File: config.mk
export PLATFORM = sky130hd
export DESIGN_NAME = arq_rx_fsm_flat
export DESIGN_NICKNAME = d
export VERILOG_FILES = /design/src/rtl/arq_rx_fsm_pkg.sv /design/src/rtl/arq_rx_fsm_if.sv /design/src/rtl/arq_rx_fsm_fifo.sv /design/src/rtl/arq_rx_fsm.sv /design/src/flat_wrapper.sv
export SDC_FILE = /design/constraint.sdc
export NUM_CORES = 1
export LEC_CHECK = 0
export CAP_MARGIN = 20
export CORE_MARGIN = 10
export CORE_UTILIZATION = 45
export DETAILED_ROUTE_END_ITERATION = 16
export HOLD_SLACK_MARGIN = 0.1
export PLACE_DENSITY = 0.65
export SYNTH_ARGS = -nofsm -noshare
export SYNTH_HDL_FRONTEND = slang
export SYNTH_SLANG_ARGS = --single-unit
File: constraint.sdc
create_clock -name clk -period 3 [get_ports clk]
set_input_delay 0.6 -clock clk [delete_from_list [all_inputs] [get_ports clk]]
set_output_delay 0.6 -clock clk [all_outputs]
set_load 0.005 [all_outputs]
File: src/rtl/arq_rx_fsm_pkg.sv
// ----------------------------------------------------------------------------
// arq_pkg
// Items shared by the stop-and-wait ARQ receiver, its FIFO and the matching
// transmitter:
//   ARQ_DATA_WIDTH : default payload width, common to tx and rx
//   arq_state_e    : receiver FSM states (IDLE, CHECK, RESP)
//   even_parity()  : even parity bit over {data, seq}
// ----------------------------------------------------------------------------
package arq_pkg;

    localparam int ARQ_DATA_WIDTH = 4;

    typedef enum logic [1:0] {
        IDLE  = 2'd0,
        CHECK = 2'd1,
        RESP  = 2'd2
    } arq_state_e;

    // Data is passed zero-extended to 32 bits. Zero padding does not change
    // the XOR, so callers of any width up to 32 bits can share this function.
    function automatic logic even_parity(input logic [31:0] data, input logic seq);
        return ^{data, seq};
    endfunction

endpackage

File: src/rtl/arq_rx_fsm_if.sv
// ----------------------------------------------------------------------------
// arq_rx_fsm_if
// Frame and response channel between an ARQ transmitter and arq_rx_fsm.
//   frame_valid/data/seq/parity : frame offered by the transmitter
//   ack/nack/resp_seq           : one-cycle response from the receiver
//   rx_busy                     : receiver is processing a frame
// Modports: master = transmitter side, slave = receiver side.
// ----------------------------------------------------------------------------
interface arq_rx_fsm_if
    import arq_pkg::*;
#(
    parameter int DATA_WIDTH = ARQ_DATA_WIDTH
);
    logic                  frame_valid;
    logic [DATA_WIDTH-1:0] frame_data;
    logic                  frame_seq;
    logic                  frame_parity;
    logic                  ack;
    logic                  nack;
    logic                  resp_seq;
    logic                  rx_busy;

    modport master (
        output frame_valid, frame_data, frame_seq, frame_parity,
        input  ack, nack, resp_seq, rx_busy
    );

    modport slave (
        input  frame_valid, frame_data, frame_seq, frame_parity,
        output ack, nack, resp_seq, rx_busy
    );
endinterface

File: src/rtl/arq_rx_fsm_fifo.sv
// ----------------------------------------------------------------------------
// arq_rx_fifo
// Synchronous first-word-fall-through FIFO. Synchronous active-low reset
// clears the pointers, the count and the storage.
// Ports:
//   clk, rst_n : clock, synchronous active-low reset
//   push_i     : write data_i (ignored when full)
//   pop_i      : drop the head entry (ignored when empty)
//   data_i     : write data
//   data_o     : head entry, 0 when empty
//   empty_o    : no entries stored
//   full_o     : DEPTH entries stored
// ----------------------------------------------------------------------------
module arq_rx_fifo #(
    parameter int WIDTH = 4,
    parameter int DEPTH = 4
) (
    input  logic             clk,
    input  logic             rst_n,
    input  logic             push_i,
    input  logic             pop_i,
    input  logic [WIDTH-1:0] data_i,
    output logic [WIDTH-1:0] data_o,
    output logic             empty_o,
    output logic             full_o
);
    localparam int PTR_W = $clog2(DEPTH);
    localparam int CNT_W = PTR_W + 1;

    logic [WIDTH-1:0] mem_q [DEPTH];
    logic [PTR_W-1:0] wr_ptr_q;
    logic [PTR_W-1:0] rd_ptr_q;
    logic [CNT_W-1:0] count_q;
    logic             do_push;
    logic             do_pop;

    assign empty_o = (count_q == '0);
    assign full_o  = (count_q == CNT_W'(DEPTH));
    assign do_push = push_i && !full_o;
    assign do_pop  = pop_i && !empty_o;
    assign data_o  = empty_o ? '0 : mem_q[rd_ptr_q];

    // Pointers wrap on their own because DEPTH is a power of two.
    always_ff @(posedge clk) begin
        if (!rst_n) begin
            wr_ptr_q <= '0;
            rd_ptr_q <= '0;
            count_q  <= '0;
            for (int i = 0; i < DEPTH; i++) begin
                mem_q[i] <= '0;
            end
        end else begin
            if (do_push) begin
                mem_q[wr_ptr_q] <= data_i;
                wr_ptr_q        <= wr_ptr_q + PTR_W'(1);
            end
            if (do_pop) begin
                rd_ptr_q <= rd_ptr_q + PTR_W'(1);
            end
            if (do_push && !do_pop) begin
                count_q <= count_q + CNT_W'(1);
            end else if (do_pop && !do_push) begin
                count_q <= count_q - CNT_W'(1);
            end
        end
    end

endmodule

File: src/rtl/arq_rx_fsm.sv
// ----------------------------------------------------------------------------
// arq_rx_fsm
// Receiver end of a stop-and-wait ARQ link. The receiver handles one frame
// at a time. It checks the even parity and the alternating sequence bit,
// answers with a one-cycle ack or nack, drops duplicates, and writes
// in-order payloads into a FWFT receive FIFO.
// Ports:
//   clk, rst_n    : clock, synchronous active-low reset
//   link (slave)  : frame input, ack/nack/resp_seq response, rx_busy
//   rd_en_i       : consumer pop request
//   data_out_o    : FIFO head, 0 when empty
//   empty_o       : FIFO empty
//   full_o        : FIFO full
//   err_count_o   : saturating count of parity nacks
//   dup_count_o   : saturating count of duplicate frames that were acked
//                   (present only when ARQ_RX_STATS_EN is defined)
// Optional feature macro: ARQ_RX_STATS_EN
// ----------------------------------------------------------------------------
module arq_rx_fsm
    import arq_pkg::*;
#(
    parameter int DATA_WIDTH    = ARQ_DATA_WIDTH,
    parameter int FIFO_DEPTH    = 4,
    parameter int ERR_CNT_WIDTH = 4
) (
    input  logic                     clk,
    input  logic                     rst_n,
    arq_rx_fsm_if.slave              link,
    input  logic                     rd_en_i,
    output logic [DATA_WIDTH-1:0]    data_out_o,
    output logic                     empty_o,
    output logic                     full_o,
    output logic [ERR_CNT_WIDTH-1:0] err_count_o
`ifdef ARQ_RX_STATS_EN
    ,
    output logic [ERR_CNT_WIDTH-1:0] dup_count_o
`endif
);
    localparam logic [ERR_CNT_WIDTH-1:0] CNT_MAX = '1;

    arq_state_e              state_q, state_d;
    logic                    exp_seq_q, exp_seq_d;
    logic [DATA_WIDTH-1:0]   data_q, data_d;
    logic                    seq_q, seq_d;
    logic                    par_q, par_d;
    logic                    ack_q, ack_d;
    logic                    nack_q, nack_d;
    logic                    resp_seq_q, resp_seq_d;
    logic [ERR_CNT_WIDTH-1:0] err_q, err_d;
`ifdef ARQ_RX_STATS_EN
    logic [ERR_CNT_WIDTH-1:0] dup_q, dup_d;
`endif
    logic                    push;
    logic                    parity_ok;

    assign parity_ok = (even_parity(32'(data_q), seq_q) == par_q);

    // The response registers are the outputs. This makes ack/nack last
    // exactly the RESP cycle.
    assign link.ack      = ack_q;
    assign link.nack     = nack_q;
    assign link.resp_seq = resp_seq_q;
    assign link.rx_busy  = (state_q != IDLE);
    assign err_count_o   = err_q;
`ifdef ARQ_RX_STATS_EN
    assign dup_count_o   = dup_q;
`endif

    // State and captured frame. Reset can abort a frame at any point. The
    // response registers clear on reset, so the aborted frame gets no answer.
    always_ff @(posedge clk) begin
        if (!rst_n) begin
            state_q    <= IDLE;
            exp_seq_q  <= 1'b0;
            data_q     <= '0;
            seq_q      <= 1'b0;
            par_q      <= 1'b0;
            ack_q      <= 1'b0;
            nack_q     <= 1'b0;
            resp_seq_q <= 1'b0;
            err_q      <= '0;
`ifdef ARQ_RX_STATS_EN
            dup_q      <= '0;
`endif
        end else begin
            state_q    <= state_d;
            exp_seq_q  <= exp_seq_d;
            data_q     <= data_d;
            seq_q      <= seq_d;
            par_q      <= par_d;
            ack_q      <= ack_d;
            nack_q     <= nack_d;
            resp_seq_q <= resp_seq_d;
            err_q      <= err_d;
`ifdef ARQ_RX_STATS_EN
            dup_q      <= dup_d;
`endif
        end
    end

    // The decision in CHECK uses full_o as it is before the edge. A pop in
    // that same cycle therefore cannot turn a flow-control nack into an ack.
    // The duplicate test comes before the full test, so a duplicate is
    // acked even when the FIFO is full.
    always_comb begin
        state_d    = state_q;
        exp_seq_d  = exp_seq_q;
        data_d     = data_q;
        seq_d      = seq_q;
        par_d      = par_q;
        ack_d      = 1'b0;
        nack_d     = 1'b0;
        resp_seq_d = resp_seq_q;
        err_d      = err_q;
`ifdef ARQ_RX_STATS_EN
        dup_d      = dup_q;
`endif
        push       = 1'b0;
        unique case (state_q)
            IDLE: begin
                if (link.frame_valid) begin
                    data_d  = link.frame_data;
                    seq_d   = link.frame_seq;
                    par_d   = link.frame_parity;
                    state_d = CHECK;
                end
            end
            CHECK: begin
                state_d    = RESP;
                resp_seq_d = seq_q;
                if (!parity_ok) begin
                    nack_d = 1'b1;
                    if (err_q != CNT_MAX) begin
                        err_d = err_q + ERR_CNT_WIDTH'(1);
                    end
                end else if (seq_q != exp_seq_q) begin
                    ack_d = 1'b1;
`ifdef ARQ_RX_STATS_EN
                    if (dup_q != CNT_MAX) begin
                        dup_d = dup_q + ERR_CNT_WIDTH'(1);
                    end
`endif
                end else if (full_o) begin
                    nack_d = 1'b1;
                end else begin
                    ack_d     = 1'b1;
                    push      = 1'b1;
                    exp_seq_d = ~exp_seq_q;
                end
            end
            RESP: begin
                state_d = IDLE;
            end
            default: begin
                state_d = IDLE;
            end
        endcase
    end

    arq_rx_fifo #(
        .WIDTH (DATA_WIDTH),
        .DEPTH (FIFO_DEPTH)
    ) u_fifo (
        .clk     (clk),
        .rst_n   (rst_n),
        .push_i  (push),
        .pop_i   (rd_en_i),
        .data_i  (data_q),
        .data_o  (data_out_o),
        .empty_o (empty_o),
        .full_o  (full_o)
    );

endmodule

File: src/flat_wrapper.sv
// flat-port wrapper written by rule: the top's interface ports become plain ports
module arq_rx_fsm_flat import arq_pkg::*;
#(
    parameter int DATA_WIDTH    = ARQ_DATA_WIDTH,
    parameter int FIFO_DEPTH    = 4,
    parameter int ERR_CNT_WIDTH = 4
)
  (clk, rst_n, rd_en_i, data_out_o, empty_o, full_o, err_count_o, link_frame_valid, link_frame_data, link_frame_seq, link_frame_parity, link_ack, link_nack, link_resp_seq, link_rx_busy);
  arq_rx_fsm_if #(.DATA_WIDTH(DATA_WIDTH)) link_i ();
  input  logic clk;
  input  logic rst_n;
  input  logic rd_en_i;
  output logic [DATA_WIDTH-1:0] data_out_o;
  output logic empty_o;
  output logic full_o;
  output logic [ERR_CNT_WIDTH-1:0] err_count_o;
  input wire logic [$bits(link_i.frame_valid)-1:0] link_frame_valid;
  input wire logic [$bits(link_i.frame_data)-1:0] link_frame_data;
  input wire logic [$bits(link_i.frame_seq)-1:0] link_frame_seq;
  input wire logic [$bits(link_i.frame_parity)-1:0] link_frame_parity;
  output wire logic [$bits(link_i.ack)-1:0] link_ack;
  output wire logic [$bits(link_i.nack)-1:0] link_nack;
  output wire logic [$bits(link_i.resp_seq)-1:0] link_resp_seq;
  output wire logic [$bits(link_i.rx_busy)-1:0] link_rx_busy;
  assign link_i.frame_valid = link_frame_valid;
  assign link_i.frame_data = link_frame_data;
  assign link_i.frame_seq = link_frame_seq;
  assign link_i.frame_parity = link_frame_parity;
  assign link_ack = link_i.ack;
  assign link_nack = link_i.nack;
  assign link_resp_seq = link_i.resp_seq;
  assign link_rx_busy = link_i.rx_busy;
  arq_rx_fsm #(.DATA_WIDTH(DATA_WIDTH), .FIFO_DEPTH(FIFO_DEPTH), .ERR_CNT_WIDTH(ERR_CNT_WIDTH)) u_core (.clk(clk), .rst_n(rst_n), .link(link_i), .rd_en_i(rd_en_i), .data_out_o(data_out_o), .empty_o(empty_o), .full_o(full_o), .err_count_o(err_count_o));
endmodule
Word-level counts from Yosys, hierarchy flattened
Memories as Yosys holds them, arrays and structs flattened. A register that Yosys moved wholly into a read port is not among the register bits.
Cells that the tools add are included.
Widths: inputs -> output; s select.
{"block": "totals", "out_inout_bits": 14, "in_bits": 10, "reg_bits": 23, "n_memories": 1, "ram_bits": 16}
{"memory": "u_core.u_fifo.mem_q", "words": 4, "word_bits": 4, "rd": 1, "rd_ports_with_merged_regs": 1, "wr": 4, "line": "arq_rx_fsm_fifo.sv:30", "rtl": "logic [WIDTH-1:0] mem_q [DEPTH];"}
{"block": "classes", "n_mux": 22, "bitwise": 4, "n_eq_ne": 6, "add_sub_neg": 5, "n_reduce_logical": 19}
{"cell": "$reduce_xor 33->1", "n": 1}
{"cell": "$mux 1", "n": 13}
{"cell": "$mux 2", "n": 4}
{"cell": "$mux 4", "n": 2}
{"cell": "$mux 3", "n": 2}
{"cell": "$reduce_and 3->1", "n": 2}
{"cell": "$add 2x1->2 const B", "n": 2}
{"cell": "$add 4x1->4 const B", "n": 1}
{"cell": "$logic_and 1x1->1", "n": 4}
{"cell": "$logic_not 1->1", "n": 4}
{"cell": "$ne 4x4->1 const B", "n": 1}
{"cell": "$not 1->1", "n": 4}
{"cell": "$pmux 2 s2", "n": 1}
{"cell": "$reduce_and 2->1", "n": 2}
{"cell": "$reduce_and 4->1", "n": 1}
{"cell": "$reduce_bool 2->1", "n": 2}
{"cell": "$reduce_or 4->1", "n": 1}
{"cell": "$add 3x1->3 const B", "n": 1}
{"cell": "$eq 3x3->1 const B", "n": 1}
{"cell": "$logic_not 3->1", "n": 1}
{"cell": "$sub 3x1->3 const B", "n": 1}
{"cell": "$eq 2x1->1 const B", "n": 1}
{"cell": "$logic_not 2->1", "n": 1}
{"cell": "$ne 2x2->1 const B", "n": 1}
{"cell": "2 further kinds", "n": 2}

Logic depth before layout (Yosys ltp)
{"block": "logic_depth", "word_depth": 11, "mapped_depth": 9, "ltp_nobuf": 9}

By module
From an unflattened synthesis, not the netlist that was laid out.
{"block": "hier_totals", "hier_cells": 164, "area_unflattened_um2": 1839.3}
{"mod": "arq_rx_fifo", "instances": 1, "area_each_um2": 1139.8, "seq_area_each_um2": 660.6, "cells_each": 95}
{"mod": "arq_rx_fsm", "instances": 1, "area_each_um2": 699.4, "seq_area_each_um2": 320.3, "cells_each": 69}

Least setup slack after synthesis
OpenSTA, ideal clock, no wires.
{"block": "synth_timing", "path_kind": "reg-to-reg", "from": "reg u_core.seq_q", "to": "reg u_core.u_fifo.count_q[2]", "setup_ns": 0.076, "setup_slack_ns": 0.411, "stages_incl_launch_ff": 10, "arrival_time_ns": 2.514, "path_cell_list": "dfxtp_1 xnor2_1 xnor3_2 nor3_2 ha_1 inv_1 fa_1 xor2_1 or3_1 a21boi_0"}
{"block": "synth_between", "elab_chain_cells": 8, "word_cells_on_any_way": 12, "cone_classes": "eq/ne: 2; mux: 4; reduce/logical: 6"}
{"element": "from (decl)", "line": "arq_rx_fsm.sv:44", "rtl": "logic seq_q, seq_d;"}
{"element": "from (signal assigned)", "line": "arq_rx_fsm.sv:89", "rtl": "seq_q <= seq_d;"}
{"element": "$reduce_xor 33->1 or $ne 1x1->1 (tied branches)", "line": "arq_rx_fsm_pkg.sv:22, arq_rx_fsm.sv:136"}
{"element": "$eq 1x1->1 or $mux 1 (tied branches)", "line": "arq_rx_fsm.sv:56, arq_rx_fsm.sv:136"}
{"element": "$mux 1 *", "line": "arq_rx_fsm.sv:131", "rtl": "if (!parity_ok) begin"}
{"element": "$mux 1 *", "line": "arq_rx_fsm.sv:119", "rtl": "unique case (state_q)"}
{"element": "$logic_and 1x1->1 *", "line": "arq_rx_fsm_fifo.sv:39", "rtl": "assign do_push = push_i && !full_o;"}
{"element": "via u_core.u_fifo.do_push", "line": "arq_rx_fsm_fifo.sv:34", "rtl": "logic do_push;"}
{"element": "$logic_not 1->1", "line": "arq_rx_fsm_fifo.sv:62", "rtl": "end else if (do_pop && !do_push) begin"}
{"element": "$logic_and 1x1->1", "line": "arq_rx_fsm_fifo.sv:62"}
{"element": "$reduce_bool 2->1 (no line)"}
{"element": "to (signal assigned)", "line": "arq_rx_fsm_fifo.sv:61", "rtl": "count_q <= count_q + CNT_W'(1);"}
{"element": "to (signal assigned)", "line": "arq_rx_fsm_fifo.sv:63", "rtl": "count_q <= count_q - CNT_W'(1);"}
{"element": "to (decl)", "line": "arq_rx_fsm_fifo.sv:33", "rtl": "logic [CNT_W-1:0] count_q;"}
The timed path passes the listed nets; every way through them passes the cells marked *.
A chain may end at the register's enable or synchronous reset.

Worst setup path in the final report
{"block": "layout_timing", "from": "reg u_core.data_q[1]", "to": "reg u_core.u_fifo.count_q[2]"}
{"block": "layout_between", "elab_chain_cells": 8, "word_cells_on_any_way": 10, "cone_classes": "eq/ne: 1; mux: 3; reduce/logical: 6"}
{"element": "from (decl)", "line": "arq_rx_fsm.sv:43", "rtl": "logic [DATA_WIDTH-1:0] data_q, data_d;"}
{"element": "from (signal assigned)", "line": "arq_rx_fsm.sv:88", "rtl": "data_q <= data_d;"}
{"element": "$reduce_xor 33->1 *", "line": "arq_rx_fsm_pkg.sv:22", "rtl": "return ^{data, seq};"}
{"element": "$eq 1x1->1 *", "line": "arq_rx_fsm.sv:56", "rtl": "assign parity_ok = (even_parity(32'(data_q), seq_q) == par_q);"}
{"element": "$mux 1 *", "line": "arq_rx_fsm.sv:131"}
{"element": "$mux 1 *", "line": "arq_rx_fsm.sv:119"}
{"element": "$logic_and 1x1->1 *", "line": "arq_rx_fsm_fifo.sv:39"}
{"element": "via u_core.u_fifo.do_push", "line": "arq_rx_fsm_fifo.sv:34"}
{"element": "$logic_not 1->1", "line": "arq_rx_fsm_fifo.sv:62"}
{"element": "$logic_and 1x1->1", "line": "arq_rx_fsm_fifo.sv:62"}
{"element": "$reduce_bool 2->1 (no line)"}
Marks and branches as above.

==> results.md <==
- Chip Width: roughly 86 um
- Pre-CTS setup slack: approximately 180 ps
- Hold buffers post-CTS: 0
- Netlist Area Pre-Place: 0.00194 sq mm
- Top FF cell, synth: dfxtp_1
- CTS root buf: clkbuf_8
- Fin crit share: 0.931
- Drt first pass iters: 4
- Filler cells: 338
- Tmin final: about 2800 ps
- Least-Margin Pin Slew: 572 ps
- Sink Count: 41
- P&R area growth vs syn: 21.4%
- Setup violators final: 0
- Fmax: around 0.36 GHz
- Nets@finish: a little over 200
- Port buffer count: 23
- P_leak: ~0.9 nW
- WL per Instance: between 10 and 15 um
- Met2 usage: 0.161
- Worst setup SP type: register
- Relative slew slack: 0.614
- CTS Buf Count: 5
- Clk_skew: around 14 ps
- Die H: between 80 and 90 um
- Data required time of the worst path: approximately 3200 ps
- First-pass GRT wire length: around 6.0 mm
- GPL Wtd Cong: approximately 0.72
- Max_cap viols: 0
- Unrepaired setup endpoints after global routing: false
- Top post-synthesis cells by count: dfxtp_1, and2_1, edfxtp_1
- Layer with the highest usage: met2
- GRT met3 Usage: 0.0464
- DRC viols: 0
- Total track usage: 0.102
- Standard-cell rows: 23
- EDFF count, synth: 16
- CP Data Arrival Time: around 3000 ps
- Core region area: slightly above 0.004 sq mm
- H-tree Lvls: 2
- Worst min-delay path category: reg2reg
- Clock-pin slew on the worst setup and hold paths: about 80 ps
- Mapped Nets: about 180
- 1st-iter DRT viols: between 50 and 60
- Mean Syn Cell Area: roughly 12 sq um
- Run status: completed
- Sequential element share of the synthesized area: 0.507
- Total routed wirelength: roughly 3.5 mm
- VDD IR max: 0.238 mV
- Skew-Pair Late Insertion Delay: approximately 300 ps
- Post-synth ARST share: 0
- Yosys top cell area share: 0.259
- Final hold viol count: 0
- CP max FO: 6
- Starting density of the core: 0.474
- Layout Cell Area excl Fill: about 0.0023 sq mm
- Placed cell area: between 0.002 and 0.0025 sq mm
- Total chip power: 0.00150 W
- Initial antenna violation count: 0
- Synth unique cells: 38
- Hpwl dp: between 2 and 3 mm
- Final Max Slew Viols: 0
- Share of layout cells above drive strength 1: 0.119
- Final antenna-violating net count: 0
- #FFs+latches synth: 41
- I/O pins: 24
- Grt total ovfl: 0
- Setup TNS: 0 ps
- PnR worst setup slack: 208 ps
- TritonCTS clock tree: built
- Maximum clock insertion buffer count: 2
- Area leader, netlist: dfxtp_1
- M1 GR Usage: 0.117
- Largest net degree at the start of global routing: 31
- PwrDens: 639 mW/mm^2
- Via density: roughly 5.1
- Antenna cells: 0
- WS Path Type: reg2reg
- Die ar.: approximately 0.0073 sq mm
- Largest cells by area after synthesis: dfxtp_1, edfxtp_1, and2_1, mux2i_1, mux4_2
- Vias: 1242
- Vias in the first global route: 1275
- Critical Path End Type: register
- Instance count of the mapped netlist: around 160
- Count leader, synth: dfxtp_1
- Synthesis Warnings: 0
==> layout make-up <==
type | count | area, sq um | area share
sequential | 41 | 981 | 0.417
multi-input combinational | 113 | 923 | 0.393
timing repair buffer | 26 | 253 | 0.108
clock buffer | 6 | 72.6 | 0.0309
tap | 50 | 62.6 | 0.0266
clock inverter | 2 | 35.0 | 0.0149
inverter | 6 | 22.5 | 0.00958
==> sequential cells by signal, indices dropped and copies added, names as in the netlist, named ones only <==
signal,cells
u_core.link.nack,1
u_core.state_q,2
u_core.u_fifo.mem_q,16
u_core.data_q,4
u_core.link.resp_seq,1
u_core.u_fifo.rd_ptr_q,2
u_core.u_fifo.wr_ptr_q,2
u_core.link.ack,1
u_core.err_count_o,4
u_core.exp_seq_q,1
u_core.seq_q,1
u_core.par_q,1
u_core.u_fifo.count_q,3
==> stage by stage <==
stage	hold slack, ps	cells	utilization
after CTS	484	242	0.570
final	475	244	0.575
after global routing	498	244	0.575
after floorplan	456	164	-
after detailed placement	464	234	0.543
after global placement	459	234	0.543
==> layout by cell type (no fill, tap or decap), types with 4 or more instances in the layout <==
cell type and n:
nand2b_1 6, clkbuf_8 5, mux2i_1 11, clkdlybuf4s50_1 23, inv_1 6, nand2_1 15, nor2b_1 10, and2_1 21
dfxtp_1 25, mux4_2 4, and3_1 5, edfxtp_1 16, xnor2_1 6, o21ai_0 4
==> cells by family after synthesis <==
family                     share of synthesized area
AOI/OAI and AO/OA                             0.0504
buffers and inverters                         0.0194
muxes                                          0.103
and+or+nand+nor                                0.231
xor gates and xnor gates                      0.0653
adders and majority gates                     0.0233
DFF                                            0.507
==> routing by layer <==
layer  wire [um]  vias to the layer above
met1        1590                      582
met4          57                        0
met5           0                        -
met3         211                        7
li1            -                      629
met2        1670                       24
==> path summary, 6_finish.rpt <==
check / endpoint / from / slack [ps] / cells after the start
max: u_core.u_fifo.count_q[2] / u_core.data_q[1] / 210 / 9
min: u_core.link.resp_seq / u_core.link.resp_seq / 480 / 2
max reg2reg: u_core.u_fifo.count_q[2] / u_core.data_q[1] / 210 / 9
min reg2reg: u_core.link.resp_seq / u_core.link.resp_seq / 480 / 2
==> report_power, final <==
group          total (W)  internal [W]  leakage, nW  switching, W
clock network   0.000435      0.000247       0.0552      0.000188
logic           0.000384      0.000222        0.471      0.000162
registers       0.000683      0.000630        0.369     0.0000529
total            0.00150       0.00110        0.895      0.000403
==> critical path, stage by stage, from the launching register on <==
cell and delay [ps]:
dfxtp_1 370, xnor2_1 240, xnor3_2 540, nor3_4 200, ha_1 220, inv_1 70
fa_1 430, xor2_1 160, or3_1 310, a21boi_0 190
==> timing repair <==
action,CTS,global route
resized for setup,0,1
endpoints found under the setup margin,0,1
buffers inserted,0,2
Power figures use the tool's default switching activity.
